**src/rtl/pipe_reg.sv**
```systemverilog
// DEPTH-stage, WIDTH-bit enabled delay line with per-stage valid bits and an occupancy count.
// Define PIPE_REG_FLUSH_EN to make the flush input functional; otherwise flush is ignored.
module pipe_reg #(
  parameter int unsigned      WIDTH     = 8,
  parameter int unsigned      DEPTH     = 4,
  parameter logic [WIDTH-1:0] RESET_VAL = '0
) (
  input  logic                           clk,
  input  logic                           reset,
  input  logic                           en,
  input  logic [WIDTH-1:0]               data,
  input  logic                           valid_in,
  input  logic                           flush,
  output logic [WIDTH-1:0]               q,
  output logic                           valid_out,
  output logic [$clog2(DEPTH+1)-1:0]     occ
);

  localparam int unsigned OccW = $clog2(DEPTH + 1);

  logic [WIDTH-1:0] data_q [DEPTH];
  logic [DEPTH-1:0] valid_q;
  logic [OccW-1:0]  occ_q, occ_d;
  logic             flush_act;

`ifdef PIPE_REG_FLUSH_EN
  assign flush_act = flush;
`else
  // Port kept for a uniform interface; tied off so no flush logic remains.
  logic unused_flush;
  assign unused_flush = flush;
  assign flush_act    = 1'b0;
`endif

  // Entering and leaving items on the same edge cancel out.
  always_comb begin
    occ_d = occ_q;
    unique case ({valid_in, valid_q[DEPTH-1]})
      2'b10:   occ_d = occ_q + OccW'(1);
      2'b01:   occ_d = occ_q - OccW'(1);
      default: occ_d = occ_q;
    endcase
  end

  always_ff @(posedge clk) begin
    if (reset) begin
      for (int unsigned i = 0; i < DEPTH; i++) begin
        data_q[i] <= RESET_VAL;
      end
      valid_q <= '0;
      occ_q   <= '0;
    end else if (flush_act) begin
      // Data registers deliberately hold; only the qualifiers are dropped.
      valid_q <= '0;
      occ_q   <= '0;
    end else if (en) begin
      data_q[0]  <= data;
      valid_q[0] <= valid_in;
      for (int unsigned i = 1; i < DEPTH; i++) begin
        data_q[i]  <= data_q[i-1];
        valid_q[i] <= valid_q[i-1];
      end
      occ_q <= occ_d;
    end
  end

  assign q         = data_q[DEPTH-1];
  assign valid_out = valid_q[DEPTH-1];
  assign occ       = occ_q;

endmodule

```
**config.mk**
```make
export PLATFORM = sky130hd
export DESIGN_NAME = pipe_reg
export DESIGN_NICKNAME = d
export VERILOG_FILES = /design/src/rtl/pipe_reg.sv
export SDC_FILE = /design/constraint.sdc
export NUM_CORES = 1
export LEC_CHECK = 0
export CAP_MARGIN = 0
export CELL_PAD_IN_SITES_DETAIL_PLACEMENT = 0
export CELL_PAD_IN_SITES_GLOBAL_PLACEMENT = 2
export CORE_ASPECT_RATIO = 1.2
export CORE_UTILIZATION = 33
export CTS_BUF_LIST = sky130_fd_sc_hd__clkbuf_16
export CTS_CLUSTER_DIAMETER = 30
export CTS_CLUSTER_SIZE = 30
export DETAILED_ROUTE_END_ITERATION = 6
export PLACE_DENSITY = 0.81
export SYNTH_ARGS = -nofsm -noshare
export SYNTH_HDL_FRONTEND = slang
export SYNTH_SLANG_ARGS = --single-unit
```
**constraint.sdc**
```tcl
create_clock -name clk -period 1.4 [get_ports clk]
set_input_delay 0.28 -clock clk [delete_from_list [all_inputs] [get_ports clk]]
set_output_delay 0.28 -clock clk [all_outputs]
set_load 0.01 [all_outputs]
```
Word-level counts from Yosys, hierarchy flattened --
Memories as Yosys holds them, arrays and structs flattened. Index checks and enable logic that the tools add are counted.
Operators by class: add/sub/neg operators 2, equal/unequal tests 2, mux-type cells 10, bitwise gates (word level) 4, reductions and logical operators 2
Operator list (count):
- 8-bit 2-to-1 mux | 4
- 3-bit case mux with 2 select lines | 1
- 1-bit 2-to-1 mux | 5
- 1-bit OR | 4
- 3-bit by 1-bit adder with 3-bit output (second input constant) | 1
- 3-bit by 1-bit subtractor with 3-bit output (second input constant) | 1
- 2-bit by 1-bit == test with 1-bit output (second input constant) | 1
- 2-bit == test (second input constant) | 1
- 2-bit AND reduction | 1
- 2-bit nonzero test | 1
Storage, ports and cells: flip-flop bits (word level) 7, memory bits (writable) 32, bits of input ports 13, output and inout bits 12, logic and storage cells 23, memories 1
Memories:
- data_q | words 4, width 8, rd ports 4, clocked after memory_dff 0, write ports 4, line 21 | logic [WIDTH-1:0] data_q [DEPTH];

Longest topological paths before layout --
depth in word-level cells 4, gate-level depth with buffers 7, gate-level depth less buffers 7

Least setup slack after synthesis --
Ideal clock, no wire load.
path kind flip-flop to flip-flop, start point register valid_q[3], end point register occ_q[2], in the netlist occ[2], library setup time 0.116 ns, arrival 1.436 ns, required time 1.284 ns, setup slack -0.152 ns, cell stages (with the launch flop) 7, buffers on the path 0, period minus slack after synthesis 1.552 ns, path through dfxtp_1 -> ha_1 -> inv_1 -> fa_1 -> xnor2_1 -> a21oi_1 -> a31o_2
Between the ends: longest elaborated chain between the ends 3, elaborated cells between the ends (all ways) 5, those cells by class eq/ne: 2; mux: 1; reduce/logical: 2
Ends and longest elaborated chain:
- from (decl) | line 22 | logic [DEPTH-1:0] valid_q;
- from (signal, indexed assignment) | line 61 | valid_q[i] <= valid_q[i-1];
- 2-bit by 1-bit == test with 1-bit output or 2-bit == test (tied branches) | line 38 | unique case ({valid_in, valid_q[DEPTH-1]})
- 2-bit nonzero test (no line)
- 2-bit AND reduction (no line)
- to (signal assigned) | line 51 | occ_q <= '0;
- to (signal assigned) | line 55 | occ_q <= '0;
- to (signal assigned) | line 63 | occ_q <= occ_d;
- to (decl) | line 23 | logic [OccW-1:0] occ_q, occ_d;
Parallel ways exist; a longest one is shown, timed or not. A chain may end at the register's enable or synchronous reset.

Worst setup path after layout --
Ends and elaborated chain as after synthesis.

==> impl_metrics.tcl <==
set metrics [dict create \
    status "finished, violations left" \
    failed_checks "setup timing" \
    numClockSinks 39 \
    via_count_of_the_first_global_routing_pass 804 \
    clock.fmax_mhz 704.4 \
    synth_area_leaders "sky130_fd_sc_hd__edfxtp_1 62%, sky130_fd_sc_hd__and2_1 13%, sky130_fd_sc_hd__dfxtp_1 9.1%, sky130_fd_sc_hd__buf_6 2.9%, sky130_fd_sc_hd__mux2i_1 2.6%" \
    root_buffer "sky130_fd_sc_hd__clkbuf_16" \
    worst_r2r_startpoint "valid_q[3]$_SDFFE_PP0P_" \
    worstSkewPairLatency_ns 0.28 \
    slew_viol_final 0 \
    fin_setup_tns_ns -0.01972 \
    postSynthAreaPerCell_um2 15.10 \
    classification_of_the_worst_setup_path "register to register" \
    chipWidth_um 64.37 \
    grt_first_pass_wirelength_um 3381 \
    setup_viol 1 \
    relative_area_change_from_synthesis_to_final_layout_pct 35.01 \
    cp_data_arrival_time_ns 1.59 \
    first_pass_iters 3 \
    post_synthesis_instance_area_mm2 0.001540 \
    final_cells 193 \
    htree_levels 2 \
    routed_wirelength_um 2115 \
    cts.hold.buffers_added 0 \
    antenna_found_initial 0 \
    critPathTopFamily "adder cells" \
    insertedDiodeCount 0 \
    syn-num-nets 117 \
    grt_overflow 0 \
    layout.nets 151 \
    synth_largest_area_cell "sky130_fd_sc_hd__edfxtp_1" \
    final_cell_area_mm2 0.002079 \
    num_rows 26 \
    timing.final.hold_violations 0 \
    critPathCaptureType "register" \
    dr_total_vias 819 \
    reg2regPathDepth 6 \
    hpwl_um 1282 \
    slew_headroom_pct 79.75 \
    tritoncts_clock_tree "done" \
    critical_path_rt_ns 1.57 \
    worst_path_largest_cell_delay_ns 0.36 \
    cts-buffers-inserted 5 \
    p_leak_nw 0.8710 \
    grt_max_degree 33 \
    clk_path_buf_depth 2 \
    period_share_pct 101.4 \
    critical_register_to_register_path_endpoint "occ[2]$_SDFFE_PP0P_" \
    synthesis.yosys.warnings 0 \
    fraction_of_power_spent_switching_nets_pct 17.04 \
    power_density_mw_per_mm2 1414 \
    cts.reportedPaths.clkPinSlew_ns 0.05 \
    crit_cells 6 \
    total_cell_area_at_the_placement_stage_mm2 0.001882 \
    seq_power_share_pct 45.7 \
    initial_core_util_pct 35.33 \
    grt_usage_pct 9.387 \
    yosysTopAreaCellShare_pct 62.39 \
    synth_common_cells "32 x sky130_fd_sc_hd__and2_1, 32 x sky130_fd_sc_hd__edfxtp_1, 7 x sky130_fd_sc_hd__dfxtp_1, 7 x sky130_fd_sc_hd__nor2_1" \
    drc 0 \
    cp_num_buf_inv 1 \
    async_flop_share_pct 0 \
    worstSetupEndpoint "occ[2]$_SDFFE_PP0P_" \
    power.ir.vdd_worst_mv 0.9348 \
    hold_slack_ns 0.4333 \
    synth.distinct_cells 18 \
    timing.critical_path.cells "ha_4 > inv_2 > fa_2 > xnor2_2 > a21oi_2 > a31o_2" \
    remaining_number_of_nets_flagged_by_the_antenna_check_after_routing 0 \
    clock_power_share_pct 48.1 \
    final_layout_size_suffix_gt1_share_pct 19.71 \
    comb_power_share_pct 6.1 \
    layout_setup_ws_ns -0.01972 \
    numPortBuffers 23 \
    core_area_mm2 0.004359 \
    max_slew.worst_pin.slew_ns 0.3031 \
    timing.reg2reg.setup_slack_ns -0.02 \
    p_switching_w 0.0005011 \
    wl_per_cell_um 10.96 \
    ys_seq_area_share_pct 71.49 \
    io_pins 25 \
    synthesis.instances 102 \
    rsz0062_at_grt "yes" \
    critPathMaxFanout 2 \
    critical_path.startpoint "valid_q[3]$_SDFFE_PP0P_" \
    post_drt_via_cell_ratio 4.244 \
    numPlacedInstances 184 \
    dr.first_iter.drc_count 26 \
    clock_skew_ns 0.005098 \
    globalplace.congestion 0.6070 \
    maximum_capacitance_violations 0 \
    intPower_w 0.002439 \
    timing.critical_path.from_type "register" \
    final.min_clock_period_ns 1.420 \
    floorplan.die_area_mm2 0.004946 \
    slowest_cp_cell "sky130_fd_sc_hd__dfxtp_4" \
    synth_enable_flop_cells 32 \
    chipHeight_um 76.84 \
    timing.hold.worst.class "primary input to register" \
    yosys_most_used_dff "sky130_fd_sc_hd__edfxtp_1" \
    synth.ff_latch_count 39 \
]
==> metal layers <==
layer  vias up  wire length, µm  track usage (%)
met4         0               63            6.667
met1       385              802            9.170
li1        409                -                -
met3         6              109            4.464
met2        19             1139            15.26
met5         -                0                0
==> worst reg2reg max path: stages, from the launching register on <==
cell                      delay [ns]
sky130_fd_sc_hd__dfxtp_4        0.36
sky130_fd_sc_hd__ha_4           0.13
sky130_fd_sc_hd__inv_2          0.03
sky130_fd_sc_hd__fa_2           0.34
sky130_fd_sc_hd__xnor2_2        0.17
sky130_fd_sc_hd__a21oi_2        0.07
sky130_fd_sc_hd__a31o_2         0.21
==> cell usage in the layout, fill, tap and decap left out, types with 2 or more instances in the layout <==
| cell | synthesis | layout |
|---|---|---|
| sky130_fd_sc_hd__and2_1 | 32 | 32 |
| sky130_fd_sc_hd__dfxtp_1 | 7 | 6 |
| sky130_fd_sc_hd__mux2i_1 | 4 | 4 |
| sky130_fd_sc_hd__clkbuf_16 | 0 | 5 |
| sky130_fd_sc_hd__bufinv_16 | 0 | 2 |
| sky130_fd_sc_hd__clkdlybuf4s50_1 | 0 | 10 |
| sky130_fd_sc_hd__buf_4 | 0 | 7 |
| sky130_fd_sc_hd__nor2_1 | 7 | 7 |
| sky130_fd_sc_hd__inv_2 | 0 | 2 |
| sky130_fd_sc_hd__dlygate4sd2_1 | 0 | 13 |
| sky130_fd_sc_hd__inv_1 | 4 | 3 |
| sky130_fd_sc_hd__nor2b_4 | 1 | 2 |
| sky130_fd_sc_hd__edfxtp_1 | 32 | 32 |
==> power by group through the flow <==
stage                     combinational, W  clock [W]  sequential (W)
after floorplan                  0.0000882          0         0.00138
after global placement            0.000183          0         0.00137
after detailed placement          0.000190          0         0.00137
after CTS                         0.000177    0.00145         0.00135
after global routing              0.000200    0.00149         0.00135
final                             0.000180    0.00142         0.00135
==> stage by stage <==
step                      util, %  total power [W]  worst slack, ns
after floorplan                 -         0.001466         -0.03724
after global placement      43.17         0.001550          -0.4880
after detailed placement    43.17         0.001560          -0.5853
after CTS                   47.30         0.002973         -0.03988
after global routing        47.70         0.003044         -0.07698
final                       47.70         0.002940         -0.01972
==> layout make-up <==
class,count,area (µm²)
Clock buffer,5,125.1
Clock inverter,3,63.81
Fill cell,406,2280
Inverter,4,15.01
Multi-Input combinational cell,55,414.1
Sequential cell,39,1105
Tap cell,56,70.07
Timing Repair Buffer,31,286.5
==> flip-flops by register name, indices dropped and copies added, names as in the netlist <==
| signal | count |
|---|---|
| valid_q | 4 |
| occ | 3 |
| data_q | 32 |
==> timing repair <==
item,in CTS,in global routing
pin swaps,2,0
gates cloned,0,1
gates resized for setup,15,3
setup buffers,0,0
endpoints found under the setup margin,14,33
==> cells by family (layout without fill, tap and decap cells) <==
group	count (synthesis)	count (layout)	share of synthesized area (%)
and+or+nand+nor	43	44	17.06
adders and majority gates	2	2	2.112
AOI/OAI and AO/OA	3	3	1.381
DFF	39	39	71.49
xor gates and xnor gates	2	2	1.137
buffers and inverters	9	43	4.223
muxes	4	4	2.600
==> worst min-delay path by stage <==
stage / start / end / depth (start not counted)
after floorplan: valid_in / valid_q[0]$_SDFFE_PP0P_ / 2
after global placement: valid_q[2]$_SDFFE_PP0P_ / valid_q[3]$_SDFFE_PP0P_ / 2
after detailed placement: valid_q[1]$_SDFFE_PP0P_ / valid_q[1]$_SDFFE_PP0P_ / 2
after CTS: valid_in / valid_q[0]$_SDFFE_PP0P_ / 3
after global routing: valid_in / valid_q[0]$_SDFFE_PP0P_ / 3
final: valid_in / valid_q[0]$_SDFFE_PP0P_ / 3
No activity file was read; power rests on OpenSTA's default activity.
